--- src/rtl/risc_datapath.sv ---
// ----------------------------------------------------------------------------
// risc_datapath
//
// Sequential half of the 8-instruction accumulator CPU. It holds the phase
// counter, program counter, instruction register, accumulator, a
// 2**AWIDTH x DWIDTH program/data memory and the ALU. It returns opcode,
// phase and zero to the combinational controller and acts on the strobes the
// controller sends back.
//
// Optional build macro: RISC_BUS_CHECK_EN
//   defined     -> bus_err is a sticky flag, set on any edge where rd and
//                  data_e are both high, and cleared only by rst.
//   not defined -> bus_err is tied low and no checking logic is built.
//
// Parameters
//   AWIDTH     memory address width, also the IR operand width (default 5)
//   DWIDTH     data / accumulator / IR width (default 8); the opcode is the
//              top DWIDTH-AWIDTH = 3 bits of the IR
//
// Ports
//   clk        rising-edge clock
//   rst        synchronous active-high reset
//   sel        address mux select: 1 = PC, 0 = IR operand
//   rd         memory drives the data bus (asynchronous read)
//   ld_ir      IR <= bus
//   inc_pc     PC <= PC + 1 (wraps)
//   halt       stop the machine at this edge
//   ld_pc      PC <= IR operand (wins over inc_pc)
//   data_e     accumulator drives the data bus when rd is low
//   ld_ac      AC <= ALU result
//   wr         mem[addr] <= bus
//   prog_we    program-load write, honoured only in reset or when halted
//   prog_addr  program-load address
//   prog_data  program-load data
//   opcode     IR opcode field
//   phase      current phase 0..7
//   zero       accumulator equals zero
//   halted     machine stopped
//   pc         program counter (debug)
//   ac         accumulator (debug)
//   bus_err    sticky rd/data_e contention flag
// ----------------------------------------------------------------------------
module risc_datapath #(
    parameter int AWIDTH = 5,
    parameter int DWIDTH = 8
) (
    input  logic              clk,
    input  logic              rst,
    input  logic              sel,
    input  logic              rd,
    input  logic              ld_ir,
    input  logic              inc_pc,
    input  logic              halt,
    input  logic              ld_pc,
    input  logic              data_e,
    input  logic              ld_ac,
    input  logic              wr,
    input  logic              prog_we,
    input  logic [AWIDTH-1:0] prog_addr,
    input  logic [DWIDTH-1:0] prog_data,
    output logic [2:0]        opcode,
    output logic [2:0]        phase,
    output logic              zero,
    output logic              halted,
    output logic [AWIDTH-1:0] pc,
    output logic [DWIDTH-1:0] ac,
    output logic              bus_err
);

    typedef enum logic [2:0] {
        OP_HLT = 3'd0,
        OP_SKZ = 3'd1,
        OP_ADD = 3'd2,
        OP_AND = 3'd3,
        OP_XOR = 3'd4,
        OP_LDA = 3'd5,
        OP_STO = 3'd6,
        OP_JMP = 3'd7
    } opcode_e;

    localparam int DEPTH = 2 ** AWIDTH;

    // Architectural state
    logic [2:0]        phase_q, phase_d;
    logic [AWIDTH-1:0] pc_q,    pc_d;
    logic [DWIDTH-1:0] ir_q,    ir_d;
    logic [DWIDTH-1:0] ac_q,    ac_d;
    logic              halted_q, halted_d;
    logic [DWIDTH-1:0] mem_q [DEPTH];

    // Datapath nets
    opcode_e           op;
    logic [AWIDTH-1:0] addr;
    logic [DWIDTH-1:0] bus;
    logic [DWIDTH-1:0] alu_res;

    assign op   = opcode_e'(ir_q[DWIDTH-1 -: 3]);
    assign addr = sel ? pc_q : ir_q[AWIDTH-1:0];

    // Memory has priority over the accumulator on the shared bus.
    always_comb begin
        if (rd) begin
            bus = mem_q[addr];
        end else if (data_e) begin
            bus = ac_q;
        end else begin
            bus = '0;
        end
    end

    always_comb begin
        alu_res = ac_q;
        case (op)
            OP_ADD:  alu_res = ac_q + bus;
            OP_AND:  alu_res = ac_q & bus;
            OP_XOR:  alu_res = ac_q ^ bus;
            OP_LDA:  alu_res = bus;
            default: alu_res = ac_q;
        endcase
    end

    // Every strobe, including halt itself, acts only while running. The edge
    // that sets halted still advances the phase and applies the other
    // strobes, so the phase freezes at its advanced value.
    always_comb begin
        // NOTE: every next-state variable is given its hold value first so no
        // path through this block can leave it unassigned and infer a latch.
        phase_d  = phase_q;
        pc_d     = pc_q;
        ir_d     = ir_q;
        ac_d     = ac_q;
        halted_d = halted_q;
        if (!halted_q) begin
            phase_d = phase_q + 3'd1;
            if (halt) begin
                halted_d = 1'b1;
            end
            if (ld_ir) begin
                ir_d = bus;
            end
            if (ld_pc) begin
                pc_d = ir_q[AWIDTH-1:0];
            end else if (inc_pc) begin
                pc_d = pc_q + AWIDTH'(1);
            end
            if (ld_ac) begin
                ac_d = alu_res;
            end
        end
    end

    always_ff @(posedge clk) begin
        // NOTE: registers take non-blocking assignments so every flop samples
        // the pre-edge values regardless of statement order.
        if (rst) begin
            phase_q  <= '0;
            pc_q     <= '0;
            ir_q     <= '0;
            ac_q     <= '0;
            halted_q <= 1'b0;
        end else begin
            phase_q  <= phase_d;
            pc_q     <= pc_d;
            ir_q     <= ir_d;
            ac_q     <= ac_d;
            halted_q <= halted_d;
        end
    end

    // NOTE: the memory array has no reset; it keeps its contents across rst
    // so a program loaded during reset survives it.
    // A program-load write is accepted only in reset or when halted and then
    // takes priority over a wr strobe; wr itself is dropped on a reset edge.
    always_ff @(posedge clk) begin
        if (prog_we && (rst || halted_q)) begin
            mem_q[prog_addr] <= prog_data;
        end else if (wr && !rst && !halted_q) begin
            mem_q[addr] <= bus;
        end
    end

`ifdef RISC_BUS_CHECK_EN
    logic bus_err_q, bus_err_d;

    // Sticky: any edge with both bus drivers enabled sets it, even when halted.
    assign bus_err_d = bus_err_q | (rd & data_e);

    always_ff @(posedge clk) begin
        if (rst) begin
            bus_err_q <= 1'b0;
        end else begin
            bus_err_q <= bus_err_d;
        end
    end

    assign bus_err = bus_err_q;
`else
    assign bus_err = 1'b0;
`endif

    assign opcode = ir_q[DWIDTH-1 -: 3];
    assign phase  = phase_q;
    assign zero   = (ac_q == '0);
    assign halted = halted_q;
    assign pc     = pc_q;
    assign ac     = ac_q;

endmodule

--- config.mk ---
export PLATFORM = sky130hd
export DESIGN_NAME = risc_datapath
export DESIGN_NICKNAME = d
export VERILOG_FILES = /design/src/rtl/risc_datapath.sv
export SDC_FILE = /design/constraint.sdc
export NUM_CORES = 1
export LEC_CHECK = 0
export CELL_PAD_IN_SITES_DETAIL_PLACEMENT = 0
export CELL_PAD_IN_SITES_GLOBAL_PLACEMENT = 1
export CORE_MARGIN = 4
export CORE_UTILIZATION = 50
export DETAILED_ROUTE_END_ITERATION = 10
export GPL_TIMING_DRIVEN = 0
export PLACE_DENSITY = 0.77
export SETUP_SLACK_MARGIN = 0.4
export SKIP_LAST_GASP = 1
export SLEW_MARGIN = 20
export SYNTH_ARGS = -nofsm -noshare
export SYNTH_HDL_FRONTEND = slang
export SYNTH_SLANG_ARGS = --single-unit
export TNS_END_PERCENT = 20
--- constraint.sdc ---
create_clock -name clk -period 5.45 [get_ports clk]
set_input_delay 1.09 -clock clk [delete_from_list [all_inputs] [get_ports clk]]
set_output_delay 1.09 -clock clk [all_outputs]
set_load 0.05 [all_outputs]
==> results of run 1 <==
==> area by class of cell <==
cell class / instances / area share [%]
clock inverter: 18 / 1.11
multi-input combinational: 693 / 28.7
clock buffer: 35 / 5.04
sequential: 281 / 55.1
tap: 330 / 2.78
timing repair buffer: 56 / 4.22
inverter: 13 / 0.328
buffer: 60 / 2.68
==> power by group through the flow <==
| stage | registers, mW | logic, mW | clock network [mW] |
|---|---|---|---|
| 2_1_floorplan | 2.51 | 0.432 | 0 |
| 3_3_place_gp | 2.49 | 0.711 | 0 |
| 3_5_place_dp | 2.48 | 0.753 | 0 |
| 4_1_cts | 2.44 | 0.768 | 1.94 |
| 5_1_grt | 2.44 | 0.836 | 2.03 |
| 6_report | 2.44 | 0.785 | 1.92 |
==> state kept, by name, summed over array words and instances (netlist names) <==
register  cells
ac            8
mem_q       256
ir_q          8
phase         3
halted        1
pc            5
==> cell families (layout without fill, tap and decap cells) <==
logic type	Yosys count	in the layout	synth area share, %
fa+ha+maj	12	12	1.24
compound gates	172	172	9.43
mux	61	61	5.21
buf+inv	73	182	3.36
xor+xnor	8	8	0.552
other cells	1	1	0.0295
flops	281	281	64.5
simple gates	439	439	15.7
==> metrics by stage <==
stage	total power [mW]	area (um2)	cells
2_1_floorplan	2.94	12700	1047
3_3_place_gp	3.20	13600	1421
3_5_place_dp	3.23	13800	1428
4_1_cts	5.14	14800	1484
5_1_grt	5.30	14900	1486
6_report	5.14	14900	1486
==> metal layers <==
metal	GRT usage, %	routed length (um)
met1	36.4	15400
met2	38.5	16000
met3	3.75	3130
met4	9.24	1330
met5	0	0
==> worst paths after layout <==
check,startpoint,endpoint,depth (start not counted)
setup / recovery,sel,ac[7]$_SDFFE_PP0P_,17
hold / removal,phase[2]$_SDFFE_PP0N_,phase[2]$_SDFFE_PP0N_,2
setup reg to reg,pc[0]$_SDFFE_PP0P_,ac[7]$_SDFFE_PP0P_,16
hold reg to reg,phase[2]$_SDFFE_PP0N_,phase[2]$_SDFFE_PP0N_,2
==> layout by cell type, fill, tap and decap left out, drive strengths merged, types with 5 or more instances in the layout <==
cell type        n
nor2           104
o31ai            8
edfxtp         256
o22ai           10
clkdlybuf4s50   44
and3             8
ha              11
dfxtp           25
nand3           77
a311oi           5
inv             14
a211o            5
nand2b          10
o21ai           31
nor2b            7
a211oi          13
clkinv          12
mux2i           55
a21oi           33
or3              5
a31oi           12
a32oi           18
buf             52
a22oi            7
nor3            15
mux2             6
nand2          183
nand3b           5
clkbuf          55
==> worst max-delay path, cell delays in order <==
cell and delay (ps):
clkdlybuf4s50_1 540, buf_2 210, mux2_2 440, nor2_1 490
a31oi_1 150, nor3_1 260, or4_1 240, and4_4 310
inv_1 60, ha_1 310, inv_1 80, o21ai_0 280
a2111oi_0 160, nor3_1 330, xor2_1 180, nand2_1 70
a311oi_1 230
==> timing repair <==
item	4_1_cts	5_1_grt
cloned	0	1
buffers inserted	3	1
endpoints found under the hold margin	0	0
gates resized for setup	14	16
pin swaps	2	6
setup endpoints to repair	6	3
==> flow_metrics.py, run 1 <==
metrics = {
    "routing": {
        "route.detailed.drc": 0,
        "wl_um": 35800,
        "vias_per_cell": 6.00,
        "wl_per_cell_um": 24.1,
        "first_pass_iters": 6,
        "vias": 8913,
        "ant_nets": 0,
        "first_iter_violations": 1192,
    },
    "floorplan": {
        "pin_count": 47,
        "start_util_pct": 50.6,
        "coreArea_mm2": 0.0251,
        "dieWidth_um": 167,
        "fp-row-count": 58,
        "chipHeight_um": 167,
        "die-area_mm2": 0.0280,
    },
    "yosys": {
        "synth_edf_count": 256,
        "ys_top_cells_by_area": "edfxtp_1 (61%), nand2_1 (5.4%), mux2i_1 (4.0%)",
        "synth_top_cell_by_area": "edfxtp_1",
        "syn_area_mm2": 0.0127,
        "yosysMostFrequentCell": "edfxtp_1",
        "avgSynthCellArea_um2": 12.1,
        "yosysUniqueCellTypes": 73,
        "syn-num-nets": 1084,
        "synthTopCellsByCount": "edfxtp_1 (256), nand2_1 (182), nor2_1 (101)",
        "syn_inst": 1047,
        "synth_top_cell_area_share_pct": 60.5,
        "ys_ff_latch": 281,
        "async_reset_ff_share_pct": 0,
        "ys_seq_area_share_pct": 64.5,
        "yosysWarnings": 0,
        "ys.flop_type": "edfxtp_1",
    },
    "job": {
        "cap_viol_max_count": 0,
    },
    "placement": {
        "gp_congestion": 0.933,
        "portBuffers": 44,
        "dp_hpwl_um": 25100,
        "dp_slack_ps": -902,
    },
    "clock_tree": {
        "cts_tree": "built",
        "numCtsBuffers": 29,
        "path_clk_slew_ps": 70,
        "ctsRootBufferMaster": "clkbuf_16",
        "ctsLongestPathBuffers": 3,
        "htreeDepth": 1,
        "holdBufCountCts": 0,
        "clk_latency_ps": 550,
        "clock-sinks": 281,
    },
    "power": {
        "power.share.switching_pct": 26.2,
        "p_sw_mw": 1.35,
        "ir_worst_vdd_mv": 0.225,
        "power.share.clock_pct": 37.3,
        "p_leak_nw": 5.19,
        "power.internal_mw": 3.79,
        "p_per_area_mw_per_mm2": 346,
        "p_seq_share_pct": 47.4,
        "p_comb_share_pct": 15.3,
    },
    "timing": {
        "finalHoldViolations": 0,
        "slew_headroom_pct": 21.6,
        "slew_violations": 0,
        "setup_violations": 0,
        "final.period_utilization_pct": 90.9,
        "period_needed_ps": 4960,
        "skew_ps": 26.5,
        "setup_tns_ps": 0,
        "rsz0062_at_grt": "true",
        "layout_setup_ws_ps": 494,
        "worstMarginPinSlew_ps": 1170,
        "whs_ps": 524,
        "fmax_mhz": 202,
    },
    "cells_and_area": {
        "fin_util_pct": 59.2,
        "layout-drive-gt1-share_pct": 12.5,
        "diodes": 0,
        "seq_area_mm2": 0.00819,
        "multi_input_area_mm2": 0.00427,
        "fill_cells": 2057,
        "final_nets": 1171,
        "syn2layout_area_growth_pct": 17.0,
    },
    "worst_setup_path": {
        "crit_path_max_fanout": 7,
        "ff2ff_setup_slack_ps": 1200,
        "cp.required_ps": 5910,
        "critPathKind": "primary input to flop",
        "cp_data_arrival_time_ps": 5420,
        "end_kind": "flop",
        "cp-start-kind": "primary input",
    },
    "global_route": {
        "grtUsageTotal_pct": 25.0,
        "antenna_found_initial": 0,
        "overflow": 0,
        "grt_pass1_vias": 8538,
        "grt_max_degree": 33,
        "grt_pass1_wl_um": 53000,
    },
    "outcome": {
        "status": "complete, no violations",
    },
    "hold_path": {
        "hold_path.class": "flop to flop",
    },
}
No activity file was read; power rests on OpenSTA's default activity.
==> run 2, diff against run 1 <==
Settings changed: GPL_ROUTABILITY_DRIVEN from default to 0, TNS_END_PERCENT 20 to 50.
==> results of run 2 <==
No change in the layout: final DEF, timing and power equal those of run 1.
